**config.mk**
```make
export PLATFORM = sky130hd
export DESIGN_NAME = pc_fetch_flat
export DESIGN_NICKNAME = d
export VERILOG_FILES = /design/src/rtl/pc_fetch_if.sv /design/src/rtl/pc_fetch.sv /design/src/flat_wrapper.sv
export SDC_FILE = /design/constraint.sdc
export NUM_CORES = 1
export LEC_CHECK = 0
export CORE_UTILIZATION = 44
export DETAILED_ROUTE_END_ITERATION = 8
export PLACE_DENSITY_LB_ADDON = 0.12
export RECOVER_POWER = 50
export SLEW_MARGIN = 20
export SYNTH_ARGS = -nofsm -noshare
export SYNTH_HDL_FRONTEND = slang
export SYNTH_SLANG_ARGS = --single-unit
```
**constraint.sdc**
```tcl
create_clock -name clk -period 2.35 [get_ports clk]
set_input_delay 0.235 -clock clk [delete_from_list [all_inputs] [get_ports clk]]
set_output_delay 0.235 -clock clk [all_outputs]
set_load 0.05 [all_outputs]
```
**src/rtl/pc_fetch_if.sv**
```systemverilog
// Fetch-unit signal bundle: run/stall/redirect control, ROM address/data and decoder-facing outputs.
// master = fetch unit, slave = surrounding core (decoder, execute, ROM).
interface pc_fetch_if #(
    parameter int unsigned AW = 10,
    parameter int unsigned IW = 16,
    parameter int unsigned CW = 16
);
    logic          run;
    logic          stall;
    logic          redirect_valid;
    logic [AW-1:0] redirect_target;
    logic [AW-1:0] rom_addr;
    logic [IW-1:0] rom_instr;
    logic [IW-1:0] instr_out;
    logic [AW-1:0] instr_pc;
    logic          instr_valid;
    logic [CW-1:0] fetch_count;

    modport master (
        input  run, stall, redirect_valid, redirect_target, rom_instr,
        output rom_addr, instr_out, instr_pc, instr_valid, fetch_count
    );

    modport slave (
        output run, stall, redirect_valid, redirect_target, rom_instr,
        input  rom_addr, instr_out, instr_pc, instr_valid, fetch_count
    );
endinterface

```
**src/rtl/pc_fetch.sv**
```systemverilog
// Instruction-fetch front end for a 1-cycle registered-read program ROM.
// Pairs each returned word with its address; supports hold, redirect and squash.
module pc_fetch #(
    parameter int unsigned AW       = 10,
    parameter int unsigned IW       = 16,
    parameter int unsigned RESET_PC = 0,
    parameter int unsigned CW       = 16
) (
    input  logic          clk,
    input  logic          rst_n,
    pc_fetch_if.master    bus
);
    logic [AW-1:0] r_pc;
    logic [AW-1:0] r_f_pc;
    logic          r_f_valid;
    logic [CW-1:0] r_cnt;

    logic          w_hold;
    logic          w_accept;

    assign w_hold   = bus.stall | ~bus.run;
    // A word is consumed only when it is valid, not squashed, and not held.
    assign w_accept = r_f_valid & ~bus.redirect_valid & ~w_hold;

    // Holding replays the in-flight address so the ROM re-presents the same word.
    always_comb begin
        bus.rom_addr = r_pc;
        if (bus.redirect_valid) begin
            bus.rom_addr = bus.redirect_target;
        end else if (w_hold) begin
            bus.rom_addr = r_f_pc;
        end
    end

    always_ff @(posedge clk or negedge rst_n) begin
        if (!rst_n) begin
            r_pc      <= AW'(RESET_PC);
            r_f_pc    <= AW'(RESET_PC);
            r_f_valid <= 1'b0;
        end else if (bus.redirect_valid) begin
            r_f_pc    <= bus.redirect_target;
            r_f_valid <= 1'b1;
            r_pc      <= bus.redirect_target + AW'(1);
        end else if (!w_hold) begin
            r_f_pc    <= r_pc;
            r_f_valid <= 1'b1;
            r_pc      <= r_pc + AW'(1);
        end
    end

    always_ff @(posedge clk or negedge rst_n) begin
        if (!rst_n) begin
            r_cnt <= '0;
        end else if (w_accept && (r_cnt != '1)) begin
            r_cnt <= r_cnt + CW'(1);
        end
    end

    assign bus.instr_out   = bus.rom_instr;
    assign bus.instr_pc    = r_f_pc;
    assign bus.instr_valid = r_f_valid & ~bus.redirect_valid;
    assign bus.fetch_count = r_cnt;
endmodule

```
**src/flat_wrapper.sv**
```systemverilog
// flat-port wrapper written by rule: the top's interface ports become plain ports
module pc_fetch_flat 
#(
    parameter int unsigned AW       = 10,
    parameter int unsigned IW       = 16,
    parameter int unsigned RESET_PC = 0,
    parameter int unsigned CW       = 16
)
  (clk, rst_n, bus_run, bus_stall, bus_redirect_valid, bus_redirect_target, bus_rom_instr, bus_rom_addr, bus_instr_out, bus_instr_pc, bus_instr_valid, bus_fetch_count);
  pc_fetch_if #(.AW(AW), .IW(IW), .CW(CW)) bus_i ();
  input  logic clk;
  input  logic rst_n;
  input wire logic [$bits(bus_i.run)-1:0] bus_run;
  input wire logic [$bits(bus_i.stall)-1:0] bus_stall;
  input wire logic [$bits(bus_i.redirect_valid)-1:0] bus_redirect_valid;
  input wire logic [$bits(bus_i.redirect_target)-1:0] bus_redirect_target;
  input wire logic [$bits(bus_i.rom_instr)-1:0] bus_rom_instr;
  output wire logic [$bits(bus_i.rom_addr)-1:0] bus_rom_addr;
  output wire logic [$bits(bus_i.instr_out)-1:0] bus_instr_out;
  output wire logic [$bits(bus_i.instr_pc)-1:0] bus_instr_pc;
  output wire logic [$bits(bus_i.instr_valid)-1:0] bus_instr_valid;
  output wire logic [$bits(bus_i.fetch_count)-1:0] bus_fetch_count;
  assign bus_i.run = bus_run;
  assign bus_i.stall = bus_stall;
  assign bus_i.redirect_valid = bus_redirect_valid;
  assign bus_i.redirect_target = bus_redirect_target;
  assign bus_i.rom_instr = bus_rom_instr;
  assign bus_rom_addr = bus_i.rom_addr;
  assign bus_instr_out = bus_i.instr_out;
  assign bus_instr_pc = bus_i.instr_pc;
  assign bus_instr_valid = bus_i.instr_valid;
  assign bus_fetch_count = bus_i.fetch_count;
  pc_fetch #(.AW(AW), .IW(IW), .RESET_PC(RESET_PC), .CW(CW)) u_core (.clk(clk), .rst_n(rst_n), .bus(bus_i));
endmodule
```
==> impl_metrics.toml <==
[outcome]
violations = "max-capacitance violations, max-slew violations"
run_status = "finished, violations left"

[die]
coreArea_mm2 = 0.004723
die_x_um = 72.28
rows = 25
io_pins = 84
die_area_mm2 = 0.005224
die_y_um = 72.28
initial_core_util_pct = 46.01

[synthesis]
avgSynthCellArea_um2 = 10.40
synth_nets = 242
ys_ff_latch = 37
async_reset_ff_share_pct = 100.0
yosysSeqAreaShare_pct = 42.60
synth_top_area_share_pct = 42.60
yosysMostFrequentCell = "dfrtp_1"
synth_cells = 209
yosys-top-cells-count = "37 x dfrtp_1, 22 x nand2_1, 19 x o21ai_0"
yosysUniqueCellTypes = 44
ys_top_cells_by_area = "dfrtp_1 43%, xnor2_1 6.0%, mux2i_1 6.0%"
synth_area_mm2 = 0.002173
yosys_warnings = 0
yosysTopAreaCell = "dfrtp_1"
ys.flop_type = "dfrtp_1"
synth_edf_count = 0

[global_routing]
grt_busiest_layer = "met2"
grt_antenna_before_repair = 0
grt_use_met3_pct = 5.417
grt_overflow = 0
gr-usage-met1_pct = 23.68
grt_first_pass_wirelength_um = 7617
grt_pass1_vias = 1629
grt_use_met2_pct = 31.46
grt_max_degree = 38
grt_use_total_pct = 19.14

[setup_path]
critPathMaxStageDelay_ns = 0.55
cp_num_cells = 7
rr_worst_depth = 8
cp_top_family = "buffers and inverters"
path_class = "in2out"
cp-end-kind = "output pin"
cp_slowest_cell = "dlygate4sd3_1"
path_buf_inv = 3
reg2reg_to = "u_core.r_pc[8]$_DFFE_PN0P_"
r2r_slack_ns = 0.61
r2r_start = "u_core.r_pc[0]$_DFFE_PN0P_"
worstPathArrival_ns = 1.87
path_max_fanout = 13
path_cells = "dlygate4sd3_1 > nand2b_1 > buf_4 > nor2_1 > a21oi_1 > o21ai_0 > buf_12"
startpoint_type = "input pin"
crit_path_start = "bus_stall"
critical_path.endpoint = "bus_rom_addr[0]"
cp.required_ns = 2.12

[power]
internal_power_mw = 1.254
comb_power_share_pct = 37.0
netSwitchingFraction_pct = 38.73
pwr_density_cell_mw_per_mm2 = 716.4
clockPowerShare_pct = 22.6
p_leak_nw = 1.225
ir_worst_vdd_mv = 0.4907
p_sw_mw = 0.7930
total_power_mw = 2.047
p_seq_share_pct = 40.4

[final_layout]
post-route-util_pct = 60.50
fin_cells = 319
drive_gt1_share_pct = 15.87
antennaDiodeCount = 0
final_nets = 285
fin_area_mm2 = 0.002858
syn_to_final_growth_pct = 31.49

[route]
ant_nets = 0
vias_per_cell = 5.245
wl_per_cell_um = 13.61
dr.pass1.iters = 4
drtIter0Drc = 78
vias = 1673
drcViolationCount = 0
wirelength_um = 4343

[sta]
slew_headroom_pct = -29.66
layout_min_cycle_time_ns = 2.108
rsz0062_at_grt = "false"
fin_worst_skew_ns = 0.005964
finalMaxSlewViolations = 38
fin_crit_sh_pct = 89.71
fin_tns_setup_ns = 0
worst_pin_slew_ns = 1.945
setup_violations = 0
timing.fmax_mhz = 474.4
hold_viol = 0

[placement]
hpwl_um = 3250
dp_cells = 312
gp_congestion = 0.7626
port_buffers = 51
placed_area_mm2 = 0.002776

[clock_network]
cts_made_buffers = 5
insertion_delay_ns = 0.30
tritoncts = "done"
clk_path_buf_depth = 2
htree_levels = 2
cts-root-buf = "clkbuf_8"
ctsHoldBuffers = 0
cts_setup_buffers = 0
post_cts_resized = 0
cts.sinks = 37

[worst_hold_path]
whs_path_depth = 0
hp-class = "in2out"

[job]
drv_cap = 1
[metal layers]
| metal | vias up | routed length [µm] |
|---|---|---|
| li1 | 803 | - |
| met2 | 50 | 2122 |
| met3 | 7 | 183 |
| met4 | 0 | 79 |
| met5 | - | 0 |
| met1 | 813 | 1958 |
[layout by cell type, fill, tap and decap left out, types with 3 or more instances in the layout]
cell type and count:
xor2_1 9, o21ai_0 19, buf_4 6, inv_1 4
mux2i_1 13, xnor2_1 15, nor2_1 4, a21oi_1 4
clkdlybuf4s50_1 37, buf_12 11, nand2_1 22, mux2_2 3
clkbuf_1 3, dfrtp_1 37, and3_1 3, nand4_1 5
clkbuf_8 6, nand3_1 11, nand4b_1 3
[how the worst min path moves through the flow]
stage / from / endpoint / slack, ns
after floorplan: rst_n / u_core.bus.fetch_count[0]$_DFFE_PN0P_ / -0.06
after global placement: rst_n / u_core.bus.fetch_count[1]$_DFFE_PN0P_ / 0.40
after detailed placement: rst_n / u_core.bus.fetch_count[3]$_DFFE_PN0P_ / 0.39
after CTS: rst_n / u_core.bus.instr_pc[3]$_DFF_PN0_ / 0.07
after global routing: bus_rom_instr[9] / bus_instr_out[9] / 0.47
final: bus_rom_instr[14] / bus_instr_out[14] / 0.47
[registers in the layout, indices dropped and copies added (netlist names)]
name,cells
u_core.bus.fetch_count,16
u_core.bus.instr_pc,10
u_core.r_pc,10
u_core.r_f_valid,1
[worst reg2reg max path: stages (launching register included)]
cell,delay (ns)
dfrtp_1,0.38
inv_1,0.06
o21ai_0,0.24
ha_1,0.21
inv_1,0.07
a221oi_4,0.28
and2b_1,0.19
xnor2_1,0.11
mux2i_1,0.08
[layout make-up]
type                            count  area, µm²
Clock buffer                        6      82.58
Fill cell                         405       1866
Timing Repair Buffer               59      666.9
Clock inverter                      1      7.507
Sequential cell                    37      925.9
Tap cell                           67      83.83
Multi-Input combinational cell    145       1076
Inverter                            4      15.01
[logic make-up after synthesis]
group           share of synthesized area [%]
compound gates                          10.88
xor+xnor                                9.672
fa+ha+maj                               1.151
buf+inv                                 7.887
flops                                   42.60
mux                                     8.232
simple gates                            19.57
[per-stage QoR]
stage / setup WS [ns] / hold WS [ns]
global placement: 0.2029 / 0.3954
CTS: 0.3371 / 0.06923
detailed placement: 0.1468 / 0.3902
floorplan: 0.1855 / -0.06059
global route: 0.1221 / 0.4703
finish: 0.2419 / 0.4701
[power groups by stage]
stage,Clock [mW],Combinational [mW],Sequential (mW)
floorplan,0,0.340,1.03
global placement,0,0.760,0.838
detailed placement,0,0.767,0.838
CTS,0.474,0.769,0.827
global route,0.508,0.805,0.839
finish,0.462,0.758,0.827
Note: power is estimated with default switching activity, not from simulation.
